### config.mk
export PLATFORM = sky130hd
export DESIGN_NAME = opl3_reg_write_arbiter
export DESIGN_NICKNAME = d
export VERILOG_FILES = /design/src/rtl/opl3_pkg.sv /design/src/rtl/opl3_rr_arb2.sv /design/src/rtl/opl3_reg_write_arbiter.sv
export SDC_FILE = /design/constraint.sdc
export NUM_CORES = 1
export LEC_CHECK = 0
export BUFFER_PORTS_ARGS = -buffer_cell sky130_fd_sc_hd__buf_2
export CELL_PAD_IN_SITES_DETAIL_PLACEMENT = 0
export CELL_PAD_IN_SITES_GLOBAL_PLACEMENT = 2
export CORE_UTILIZATION = 30
export CTS_CLUSTER_SIZE = 16
export DETAILED_ROUTE_END_ITERATION = 12
export PLACE_DENSITY_LB_ADDON = 0.15
export SLEW_MARGIN = 20
export SYNTH_ARGS = -nofsm -noshare
export SYNTH_HDL_FRONTEND = slang
export SYNTH_SLANG_ARGS = --single-unit
### constraint.sdc
create_clock -name clk -period 2.25 [get_ports clk]
set_input_delay 0.1125 -clock clk [delete_from_list [all_inputs] [get_ports clk]]
set_output_delay 0.1125 -clock clk [all_outputs]
set_load 0.02 [all_outputs]
### src/rtl/opl3_pkg.sv
// Shared OPL3 register-file types and widths used by the write-port arbiter.
package opl3_pkg;

    localparam int REG_FILE_ADDRESS_WIDTH   = 8;
    localparam int REG_FILE_DATA_WIDTH      = 8;
    localparam int NUM_REG_WRITE_REQUESTERS = 2;

    // One register-file write as presented by a requester.
    typedef struct packed {
        logic                              bank;
        logic [REG_FILE_ADDRESS_WIDTH-1:0] address;
        logic [REG_FILE_DATA_WIDTH-1:0]    data;
    } reg_write_t;

    // Bus phases of a single register-file write.
    typedef enum logic [1:0] {
        IDLE    = 2'd0,
        ADDR    = 2'd1,
        STROBE  = 2'd2,
        RECOVER = 2'd3
    } reg_wr_state_t;

    // Down-counter width covering both the setup range (up to 15) and the recovery gap.
    function automatic int unsigned phase_cnt_width(input int unsigned recovery_cycles);
        int unsigned max_count;
        max_count = (recovery_cycles > 15) ? recovery_cycles : 15;
        return $clog2(max_count + 1);
    endfunction

endpackage

### src/rtl/opl3_rr_arb2.sv
// Combinational two-way round-robin grant: the requester that was not served last
// wins when both ask; nothing is granted while enable is low.
module opl3_rr_arb2 (
    input  logic [1:0] req,
    input  logic       last_grant,
    input  logic       enable,
    output logic [1:0] grant
);

    // One-hot grant, favouring the requester other than last_grant under contention.
    always_comb begin
        grant = 2'b00;
        if (enable) begin
            case (req)
                2'b01:   grant = 2'b01;
                2'b10:   grant = 2'b10;
                2'b11:   grant = last_grant ? 2'b01 : 2'b10;
                default: grant = 2'b00;
            endcase
        end
    end

endmodule

### src/rtl/opl3_reg_write_arbiter.sv
// Shares the OPL3 register file's single write port between two requesters.
// Each accepted write is played out as address setup, a one-cycle write strobe
// and a recovery gap, matching real OPL3 bus timing.
module opl3_reg_write_arbiter
    import opl3_pkg::*;
#(
    parameter int unsigned ADDR_SETUP_CYCLES     = 1,
    parameter int unsigned WRITE_RECOVERY_CYCLES = 32
) (
    input  logic                                                           clk,
    input  logic                                                           reset_n,
    input  logic                                                           enable,
    input  logic [NUM_REG_WRITE_REQUESTERS-1:0]                            req_valid,
    output logic [NUM_REG_WRITE_REQUESTERS-1:0]                            req_ready,
    input  logic [NUM_REG_WRITE_REQUESTERS-1:0]                            req_bank,
    input  logic [NUM_REG_WRITE_REQUESTERS-1:0][REG_FILE_ADDRESS_WIDTH-1:0] req_address,
    input  logic [NUM_REG_WRITE_REQUESTERS-1:0][REG_FILE_DATA_WIDTH-1:0]    req_data,
    output logic                                                           cs,
    output logic                                                           wr,
    output logic                                                           bank_select,
    output logic [REG_FILE_ADDRESS_WIDTH-1:0]                              address,
    output logic [REG_FILE_DATA_WIDTH-1:0]                                 data_in,
    output logic                                                           busy,
    output logic                                                           last_grant
);

    localparam int unsigned CNT_W = phase_cnt_width(WRITE_RECOVERY_CYCLES);

    // Counter reload values; the counter expires at zero, so a phase of N cycles loads N-1.
    localparam logic [CNT_W-1:0] SETUP_LOAD   = CNT_W'(ADDR_SETUP_CYCLES - 1);
    localparam logic [CNT_W-1:0] RECOVER_LOAD =
        CNT_W'((WRITE_RECOVERY_CYCLES > 0) ? (WRITE_RECOVERY_CYCLES - 1) : 0);

    reg_wr_state_t                  state;
    logic [CNT_W-1:0]               cnt;
    logic [REG_FILE_DATA_WIDTH-1:0] hold_data;
    logic [1:0]                     grant;
    logic                           arb_enable;
    logic                           xfer;
    reg_write_t                     pick;

    // Grants are only offered from IDLE, and never while reset is asserted.
    assign arb_enable = enable & reset_n & (state == IDLE);

    opl3_rr_arb2 u_rr_arb2 (
        .req        (req_valid),
        .last_grant (last_grant),
        .enable     (arb_enable),
        .grant      (grant)
    );

    // The arbiter only grants a requester whose valid is high, so any grant is a transfer.
    assign req_ready = grant;
    assign xfer      = |grant;
    assign busy      = (state != IDLE);

    // Select the payload of whichever requester is being granted this cycle.
    always_comb begin
        pick = '0;
        if (grant[1]) begin
            pick.bank    = req_bank[1];
            pick.address = req_address[1];
            pick.data    = req_data[1];
        end else begin
            pick.bank    = req_bank[0];
            pick.address = req_address[0];
            pick.data    = req_data[0];
        end
    end

    // Write sequencer: IDLE -> ADDR (setup) -> STROBE (1 cycle) -> RECOVER (gap) -> IDLE.
    always_ff @(posedge clk or negedge reset_n) begin
        if (!reset_n) begin
            state       <= IDLE;
            cnt         <= '0;
            hold_data   <= '0;
            last_grant  <= 1'b1;
            cs          <= 1'b0;
            wr          <= 1'b0;
            bank_select <= 1'b0;
            address     <= '0;
            data_in     <= '0;
        end else begin
            case (state)
                IDLE: begin
                    if (xfer) begin
                        state       <= ADDR;
                        cnt         <= SETUP_LOAD;
                        hold_data   <= pick.data;
                        bank_select <= pick.bank;
                        address     <= pick.address;
                        last_grant  <= grant[1];
                        cs          <= 1'b1;
                        wr          <= 1'b0;
                    end
                end
                ADDR: begin
                    if (cnt == '0) begin
                        // data_in is only refreshed as the strobe begins
                        state   <= STROBE;
                        wr      <= 1'b1;
                        data_in <= hold_data;
                    end else begin
                        cnt <= cnt - CNT_W'(1);
                    end
                end
                STROBE: begin
                    cs <= 1'b0;
                    wr <= 1'b0;
                    if (WRITE_RECOVERY_CYCLES == 0) begin
                        state <= IDLE;
                    end else begin
                        state <= RECOVER;
                        cnt   <= RECOVER_LOAD;
                    end
                end
                RECOVER: begin
                    if (cnt == '0) begin
                        state <= IDLE;
                    end else begin
                        cnt <= cnt - CNT_W'(1);
                    end
                end
                default: begin
                    state <= IDLE;
                end
            endcase
        end
    end

endmodule

==> results of run 1 <==
-- metrics by stage --
step	instance area [um2]	setup slack [ns]
detailed placement	2170	0.386
floorplan	1780	0.314
global placement	2170	0.448
CTS	2270	0.194
finish	2270	0.216
global route	2270	0.0194
-- final timing paths --
check | startpoint | end | slack [ns]
worst min register to register | hold_data[7] | hold_data[7] | 0.47
worst max-delay path | state[0] | req_ready[1] | 0.22
min in group asynchronous | reset_n | cs | 0.26
worst min-delay path | req_data[15] | hold_data[7] | 0.11
worst max register to register | state[1] | hold_data[3] | 0.39
max in group asynchronous | reset_n | last_grant | 1.31
-- per-layer routing --
metal | global-route usage [%] | vias to the layer above
met5 | 0 | -
li1 | - | 717
met2 | 23.5 | 41
met1 | 16.4 | 679
met3 | 4.71 | 5
met4 | 4.91 | 0
-- critical path, cell delays in order, from the launching register on --
cell,delay (ns)
dfrtp_1,0.39
inv_1,0.19
ha_1,0.30
and3_1,0.20
nand3_1,0.08
buf_4,0.24
inv_1,0.07
buf_2,0.15
-- cell type report --
cell class / count / share of cell area, %
clock buffers: 6 / 3.63
clock inverters: 2 / 0.441
inverters: 8 / 1.32
multi-input cells: 116 / 35.7
flip-flops and latches: 36 / 39.7
well taps: 72 / 3.96
repair buffers: 66 / 15.2
-- cells by family after synthesis --
kind of cell / Yosys count / share of synthesized area [%]
and+or+nand+nor: 42 / 10.3
muxes: 27 / 15.8
xor gates and xnor gates: 2 / 0.985
buffers and inverters: 14 / 3.66
DFF: 36 / 50.7
adders and majority gates: 7 / 4.92
AOI/OAI and AO/OA: 38 / 13.6
-- cell usage in the layout (no fill, tap or decap), drive strengths merged --
cell type / netlist / final
a211oi: 2 / 2
a21o: 2 / 2
a21oi: 4 / 4
a31oi: 2 / 2
and3: 2 / 2
buf: 3 / 65
clkbuf: 3 / 6
clkinv: 0 / 2
dfrtp: 35 / 35
dfstp: 1 / 1
dlygate4sd3: 0 / 1
ha: 7 / 7
inv: 8 / 8
mux2: 9 / 9
mux2i: 18 / 18
nand2: 23 / 23
nand2b: 1 / 1
nand3: 2 / 2
nor2: 8 / 8
nor3: 2 / 2
nor3b: 1 / 1
nor4: 2 / 2
o211a: 1 / 1
o211ai: 1 / 1
o21ai: 22 / 22
o22ai: 1 / 1
o31ai: 1 / 1
o32a: 1 / 1
o32ai: 1 / 1
or3: 1 / 1
xnor2: 2 / 2
-- flip-flops by register name, indices dropped and copies added (netlist names) --
name	cells
last_grant	1
data_in	8
bank_select	1
cs	1
wr	1
state	2
hold_data	8
address	8
cnt	6
-- power groups by stage --
stage,Sequential (uW),Clock [uW],Combinational [uW]
2_1_floorplan,659,0,12.0
3_3_place_gp,659,0,61.3
4_1_cts,647,493,64.2
5_1_grt,646,513,70.6
6_report,647,470,62.2
3_5_place_dp,659,0,62.6
==> flow_metrics.py, run 1 <==
metrics = {
    "detailed_routing": {
        "routedWlPerCell_um": 12.9,
        "first_pass_iters": 4,
        "dr_total_vias": 1442,
        "antenna_left": 0,
        "route.detailed.drc": 0,
        "initialDrtViolationCount": 76,
        "wirelength_mm": 3.95,
        "highest-signal-layer": "met4",
        "viasPerCell": 4.71,
        "m1WireLength_mm": 1.74,
        "wl_met3_um": 247,
        "wl_met2_mm": 1.91,
    },
    "logic_synthesis": {
        "syn_nets": 212,
        "ys_ff_latch": 36,
        "yosysMostFrequentCell": "dfrtp_1",
        "synth.cell_area_mm2": 0.00178,
        "synth_top_area_share_pct": 49.2,
        "yosys-top-cells-area": "dfrtp_1, mux2i_1, o21ai_0, mux2_2, ha_1",
        "yosys_warnings": 0,
        "syn_area_per_cell_um2": 10.7,
        "synth_ff_type": "dfrtp_1",
        "synthesis.instances": 166,
        "async_flop_share_pct": 100,
        "yosysTopAreaCell": "dfrtp_1",
        "synth_common_cells": "dfrtp_1, nand2_1, o21ai_0",
        "ys_types": 32,
        "synth_edf_count": 0,
        "ys_seq_area_share_pct": 50.7,
    },
    "layout": {
        "seq_area_um2": 902,
        "antennaDiodeCount": 0,
        "syn2layout_area_growth_pct": 27.7,
        "drive_gt1_share_pct": 36.3,
        "nets": 279,
        "fin_cells": 306,
        "fill_cells": 579,
        "multi_input_area_um2": 812,
        "fin_util_pct": 40.5,
    },
    "global_route": {
        "grt_pass1_wl_mm": 6.64,
        "grt_overflow": 0,
        "grt_pass1_vias": 1445,
        "grt_start_max_net_pins": 35,
        "antenna_found_initial": 0,
        "grt_use_total_pct": 13.9,
    },
    "sta": {
        "finalSetupTns_ns": 0,
        "setup_violations": 0,
        "hold_violations": 0,
        "fin_crit_sh_pct": 90.4,
        "rsz0062_at_grt": "no",
        "fin_crit_ns": 2.03,
        "timing.final.max_slew_violations": 0,
        "maxSlewHeadroom_pct": 72.0,
        "max_freq_mhz": 492,
        "worst_pin_slew_ns": 0.420,
        "finClkSkew_ns": 0.00422,
        "hold_slack_ns": 0.110,
    },
    "worst_setup_path": {
        "worstPathArrival_ns": 1.92,
        "cp.required_ns": 2.14,
        "reg2regPathDepth": 7,
        "start_kind": "flip-flop",
        "worstSetupEndpointType": "primary output",
        "path_max_fanout": 19,
        "crit_type": "flip-flop to primary output",
    },
    "power_and_ir_drop": {
        "switchingPower_uw": 255,
        "vdd_drop_max_mv": 0.241,
        "pwr-share-seq_pct": 54.9,
        "leakage_uw": 0.00129,
        "swShare_pct": 21.6,
        "clkPwrFrac_pct": 39.9,
        "combPwrFrac_pct": 5.3,
        "powerDensity_mw_per_mm2": 519,
        "p_total_uw": 1180,
        "internal_power_uw": 924,
    },
    "placed_design": {
        "dpl.hpwl_mm": 3.04,
        "dp.cells": 297,
        "place_congestion": 0.720,
        "numPortBuffers": 61,
    },
    "min_path": {
        "hold_path_depth": 3,
        "hold_class": "primary input to flip-flop",
    },
    "clocking": {
        "path_clk_slew_ns": 0.07,
        "numCtsBuffers": 5,
        "cts_tree": "done",
        "h-tree-depth": 2,
        "hold_buffers": 1,
        "max-clock-path-buffers": 2,
        "clock-sinks": 36,
        "cts_setup_buffers": 0,
        "clock-root-buffer": "clkbuf_8",
        "clk_latency_ns": 0.28,
        "postCtsResizedCells": 0,
    },
    "floorplanning": {
        "io_pins": 62,
        "initial_core_util_pct": 31.7,
        "row_count": 27,
        "dieHeight_um": 79.0,
        "die_x_um": 79.0,
        "design.die.area_mm2": 0.00624,
        "core-area_mm2": 0.00561,
    },
    "status": {
        "status": "finished, final reports clean",
    },
    "flow_run": {
        "drv_cap": 0,
    },
}
(Power assumes the default switching activity.)
==> inputs of run 2 (changes only) <==
- GPL_TIMING_DRIVEN: unset -> 0
==> run 2 against run 1 <==
Net effect: maximum frequency decreased by 3.2%; worst setup slack worse by 0.066 ns; core utilization up 0.76 points; sequential share of layout area decreased by 0.68 points; largest power group unchanged.
==> flow_metrics.py, run 2 (synthesis results as in run 1) <==
metrics = {
    "layout": {
        "top_regs": "address x8, data_in x8, hold_data x8",
        "nets": 282,
        "layout_common_cells": "buf_2, dfrtp_1, nand2_1, o21ai_0, mux2i_1",
        "syn2layout_area_growth_pct": 30.1,
        "final_area_mm2": 0.00231,
        "final_common_cell": "buf_2",
        "fin_cells": 309,
        "antennaDiodeCount": 0,
        "drive_gt1_share_pct": 36.7,
    },
    "worst_setup_path": {
        "r2r_end": "address[5]",
        "reg2regPathDepth": 8,
        "crit_type": "flip-flop to primary output",
        "start_kind": "flip-flop",
        "worstPathArrival_ns": 1.99,
        "cp.required_ns": 2.14,
        "r2r_start": "state[1]",
        "worstSetupEndpointType": "primary output",
        "path_max_fanout": 10,
        "reg2reg_slack_ns": 0.31,
    },
    "detailed_routing": {
        "initialDrtViolationCount": 54,
        "antenna_left": 0,
        "dr_total_vias": 1462,
        "viasPerCell": 4.73,
        "first_pass_iters": 4,
        "wirelength_mm": 4.08,
        "route.detailed.drc": 0,
        "routedWlPerCell_um": 13.2,
    },
    "clocking": {
        "numCtsBuffers": 5,
        "clock-root-buffer": "clkbuf_8",
        "h-tree-depth": 2,
        "cts_tree": "done",
        "cts_setup_buffers": 0,
        "path_clk_slew_ns": 0.07,
        "clk_latency_ns": 0.28,
        "max-clock-path-buffers": 2,
        "clock-sinks": 36,
    },
    "sta": {
        "finClkSkew_ns": 0.00355,
        "worst_pin_slew_ns": 0.424,
        "fin_crit_ns": 2.10,
        "hold_violations": 0,
        "rsz0062_at_grt": "no",
        "setup_violations": 0,
        "fin_crit_sh_pct": 93.3,
        "finalSetupTns_ns": 0,
        "hold_slack_ns": 0.113,
        "max_freq_mhz": 476,
        "timing.final.max_slew_violations": 0,
        "maxSlewHeadroom_pct": 71.7,
    },
    "placed_design": {
        "dp.cells": 299,
        "dpl.hpwl_mm": 3.06,
        "dpl-instance-area_mm2": 0.00217,
        "numPortBuffers": 61,
        "place_congestion": 0.784,
    },
    "global_route": {
        "antenna_found_initial": 0,
        "grt_pass1_vias": 1520,
        "grt_use_total_pct": 14.7,
        "grt_pass1_wl_mm": 7.07,
        "grt_start_max_net_pins": 36,
        "grt_overflow": 0,
    },
    "min_path": {
        "hold_path_depth": 3,
        "holdPathEnd": "hold_data[5]",
        "hold_class": "primary input to flip-flop",
        "hp-start": "req_data[13]",
    },
    "floorplanning": {
        "dieHeight_um": 79.0,
        "initial_core_util_pct": 31.7,
        "die_x_um": 79.0,
        "design.die.area_mm2": 0.00624,
        "row_count": 27,
        "core-area_mm2": 0.00561,
        "io_pins": 62,
    },
    "power_and_ir_drop": {
        "vdd_drop_max_mv": 0.270,
        "powerDensity_mw_per_mm2": 511,
        "leakage_uw": 0.00129,
    },
    "status": {
        "status": "finished, final reports clean",
    },
    "flow_run": {
        "drv_cap": 0,
    },
}
run 2: changes by cell type in the layout (fill, tap and decap cells not counted):
| cell | delta |
|---|---|
| buf_6 | +1 |
| dfrtp_1 | -1 |
| clkbuf_1 | +4 |
| inv_2 | +1 |
| ha_4 | +1 |
| dfrtp_2 | +1 |
| ha_1 | -1 |
| buf_4 | -2 |
| inv_1 | -1 |
| clkinvlp_4 | +1 |
| clkinv_2 | -2 |
| buf_12 | +1 |
run 2: metal layers:
| layer | global-route usage (%) | wire [um] | up-vias |
|---|---|---|---|
| li1 | - | - | 718 |
| met1 | 18.2 | 1880 | 696 |
| met2 | 23.8 | 1920 | 41 |
| met3 | 4.48 | 220 | 7 |
| met4 | 5.45 | 63 | 0 |
| met5 | 0 | 0 | - |
run 2: cell type report:
type / count / area, um2
buffer: 6 / 37.5
inverter: 8 / 30.0
tap: 72 / 90.1
multi-input combinational: 116 / 825
timing repair buffer: 63 / 335
sequential: 36 / 903
clock buffer: 7 / 86.3
fill: 570 / 3290
clock inverter: 1 / 7.51
run 2: metrics by stage:
step	setup WS, ns	util (%)	power [uW]
floorplan	0.314	-	671
global placement	-0.0582	38.8	718
detailed placement	-0.0791	38.8	721
CTS	0.0640	41.1	1210
global route	0.0136	41.3	1250
finish	0.150	41.3	1180
run 2: what timing repair did:
item                                    in CTS  in global routing
hold endpoints to repair                    35                  0
hold buffers                                 2                  0
endpoints found under the setup margin       9                  1
resized for setup                            4                  1
run 2: how the worst max path moves through the flow:
stage | startpoint | to | slack (ns)
final | state[0] | req_ready[1] | 0.15
after CTS | state[0] | req_ready[1] | 0.06
after global placement | state[0] | hold_data[4] | -0.06
after global routing | state[1] | req_ready[1] | 0.01
after floorplan | state[0] | address[4] | 0.31
after detailed placement | state[0] | address[5] | -0.08
run 2: report_power, final:
group,internal [uW],switching (uW)
Clock,249,223
Combinational,35.3,30.0
Sequential,647,0
Total,931,253
run 2: worst max-delay path, cell delays in order, from the launching register on:
cell and delay (ns):
dfrtp_2 0.48, inv_2 0.17, ha_4 0.19, and3_1 0.16
nand3_1 0.08, buf_4 0.20, buf_4 0.21, inv_1 0.06
buf_2 0.15
==> inputs of run 3 (changes only) <==
--- a/config.mk
+++ b/config.mk
@@ -14,2 +14,3 @@
 export GPL_TIMING_DRIVEN = 0
+export HOLD_SLACK_MARGIN = 0.02
 export PLACE_DENSITY_LB_ADDON = 0.15
==> constraint.sdc (replaced) <==
create_clock -name clk -period 2.25 [get_ports clk]
set_input_delay 0.225 -clock clk [delete_from_list [all_inputs] [get_ports clk]]
set_output_delay 0.225 -clock clk [all_outputs]
set_load 0.02 [all_outputs]
==> run 3 against run 2 <==
Net effect: non-clock buffer count shrank 3; first-iteration DRC count is 3.7% higher; critical path depth decreased by 1; clock skew hardly changed; sequential power barely moved.
==> flow_metrics.py, run 3 (synthesis results as in run 1) <==
metrics = {
    "clocking": {
        "clock-root-buffer": "clkbuf_8",
        "clock-sinks": 36,
        "numCtsBuffers": 5,
        "path_clk_slew_ns": 0.07,
        "max-clock-path-buffers": 2,
        "clk_latency_ns": 0.28,
        "h-tree-depth": 2,
        "cts_tree": "done",
        "hold_buffers": 0,
    },
    "power_and_ir_drop": {
        "powerDensity_mw_per_mm2": 517,
        "leakage_uw": 0.00127,
        "vdd_drop_max_mv": 0.270,
    },
    "layout": {
        "top_regs": "address x8, data_in x8, hold_data x8",
        "layout_common_cells": "buf_2, dfrtp_1, nand2_1, o21ai_0, mux2i_1",
        "nets": 279,
        "fill_cells": 571,
        "antennaDiodeCount": 0,
        "final_common_cell": "buf_2",
        "syn2layout_area_growth_pct": 28.0,
        "final_area_mm2": 0.00228,
        "drive_gt1_share_pct": 36.3,
    },
    "worst_setup_path": {
        "worstPathArrival_ns": 1.86,
        "r2r_end": "address[5]",
        "reg2reg_slack_ns": 0.43,
        "start_kind": "flip-flop",
        "cp.required_ns": 2.03,
        "path_max_fanout": 19,
        "worstSetupEndpointType": "primary output",
        "reg2regPathDepth": 7,
        "r2r_start": "state[1]",
        "crit_type": "flip-flop to primary output",
    },
    "sta": {
        "fin_crit_ns": 2.08,
        "timing.final.max_slew_violations": 0,
        "worst_pin_slew_ns": 0.841,
        "rsz0062_at_grt": "no",
        "setup_violations": 0,
        "fin_crit_sh_pct": 92.5,
        "maxSlewHeadroom_pct": 44.0,
        "finClkSkew_ns": 0.00345,
        "hold_violations": 0,
        "worst_slack_ns": 0.170,
        "max_freq_mhz": 481,
        "finalSetupTns_ns": 0,
    },
    "floorplanning": {
        "row_count": 27,
        "initial_core_util_pct": 31.7,
        "dieHeight_um": 79.0,
        "core-area_mm2": 0.00561,
        "design.die.area_mm2": 0.00624,
        "io_pins": 62,
        "die_x_um": 79.0,
    },
    "global_route": {
        "grt_overflow": 0,
        "grt_use_total_pct": 14.5,
        "antenna_found_initial": 0,
        "grt_pass1_vias": 1506,
        "grt_start_max_net_pins": 40,
        "grt_pass1_wl_mm": 6.98,
    },
    "min_path": {
        "hold_class": "primary input to asynchronous set/reset pin",
    },
    "placed_design": {
        "dp_slack_ns": -0.0791,
        "numPortBuffers": 61,
        "place_congestion": 0.784,
        "dpl.hpwl_mm": 3.06,
        "dpl-instance-area_mm2": 0.00217,
    },
    "detailed_routing": {
        "initialDrtViolationCount": 56,
        "routedWlPerCell_um": 13.1,
        "wirelength_mm": 4.01,
        "first_pass_iters": 4,
        "antenna_left": 0,
        "viasPerCell": 4.72,
        "route.detailed.drc": 0,
        "dr_total_vias": 1445,
    },
    "status": {
        "status": "finished, final reports clean",
    },
    "flow_run": {
        "drv_cap": 0,
    },
}
run 3: worst max path at each step:
stage / startpoint / endpoint / slack (ns) / depth (start not counted)
after floorplan: state[0] / address[4] / 0.31 / 8
after global placement: state[0] / hold_data[4] / -0.06 / 8
after detailed placement: state[0] / address[5] / -0.08 / 8
after CTS: state[1] / req_ready[1] / 0.005 / 8
after global routing: state[1] / req_ready[1] / 0.02 / 7
final: state[1] / req_ready[1] / 0.17 / 7
run 3: layout make-up:
| cell class | count | area, um2 | share of cell area, % |
|---|---|---|---|
| Buffer | 5 | 30.0 | 1.32 |
| Clock buffer | 7 | 86.3 | 3.79 |
| Clock inverter | 1 | 7.51 | 0.330 |
| Inverter | 8 | 30.0 | 1.32 |
| Multi-Input combinational cell | 116 | 825 | 36.2 |
| Sequential cell | 36 | 903 | 39.7 |
| Tap cell | 72 | 90.1 | 3.96 |
| Timing Repair Buffer | 61 | 305 | 13.4 |
run 3: critical path: stages (launching register included):
cell and delay (ns):
dfrtp_1 0.43, inv_1 0.15, ha_4 0.21, and3_1 0.15, nand3_1 0.08, buf_4 0.31, inv_1 0.06, buf_2 0.16
run 3: what timing repair did:
action | in CTS | in global routing
resized for setup | 5 | 0
endpoints found under the hold margin | 0 | 0
buffers inserted | 0 | 0
gates cloned | 0 | 0
setup endpoints to repair | 9 | 1
run 3: power breakdown:
part / internal, uW / switching [uW] / total, uW
Clock: 249 / 222 / 470
Combinational: 30.6 / 28.7 / 59.2
Sequential: 647 / 0 / 647
run 3: per-layer routing:
layer	global-route usage, %	wire length, um	up-vias
li1	-	-	711
met1	17.8	1850	686
met2	23.5	1870	41
met3	4.60	227	7
met4	5.45	63	0
met5	0	0	-
run 3: stage by stage:
step,instances,hold slack [ns],total power (uW),util (%)
3_3_place_gp,299,0.371,718,38.8
4_1_cts,307,0.0727,1210,40.7
6_report,306,0.0261,1180,40.6
3_5_place_dp,299,0.384,721,38.8
2_1_floorplan,166,-0.0706,671,-
5_1_grt,306,0.102,1240,40.6
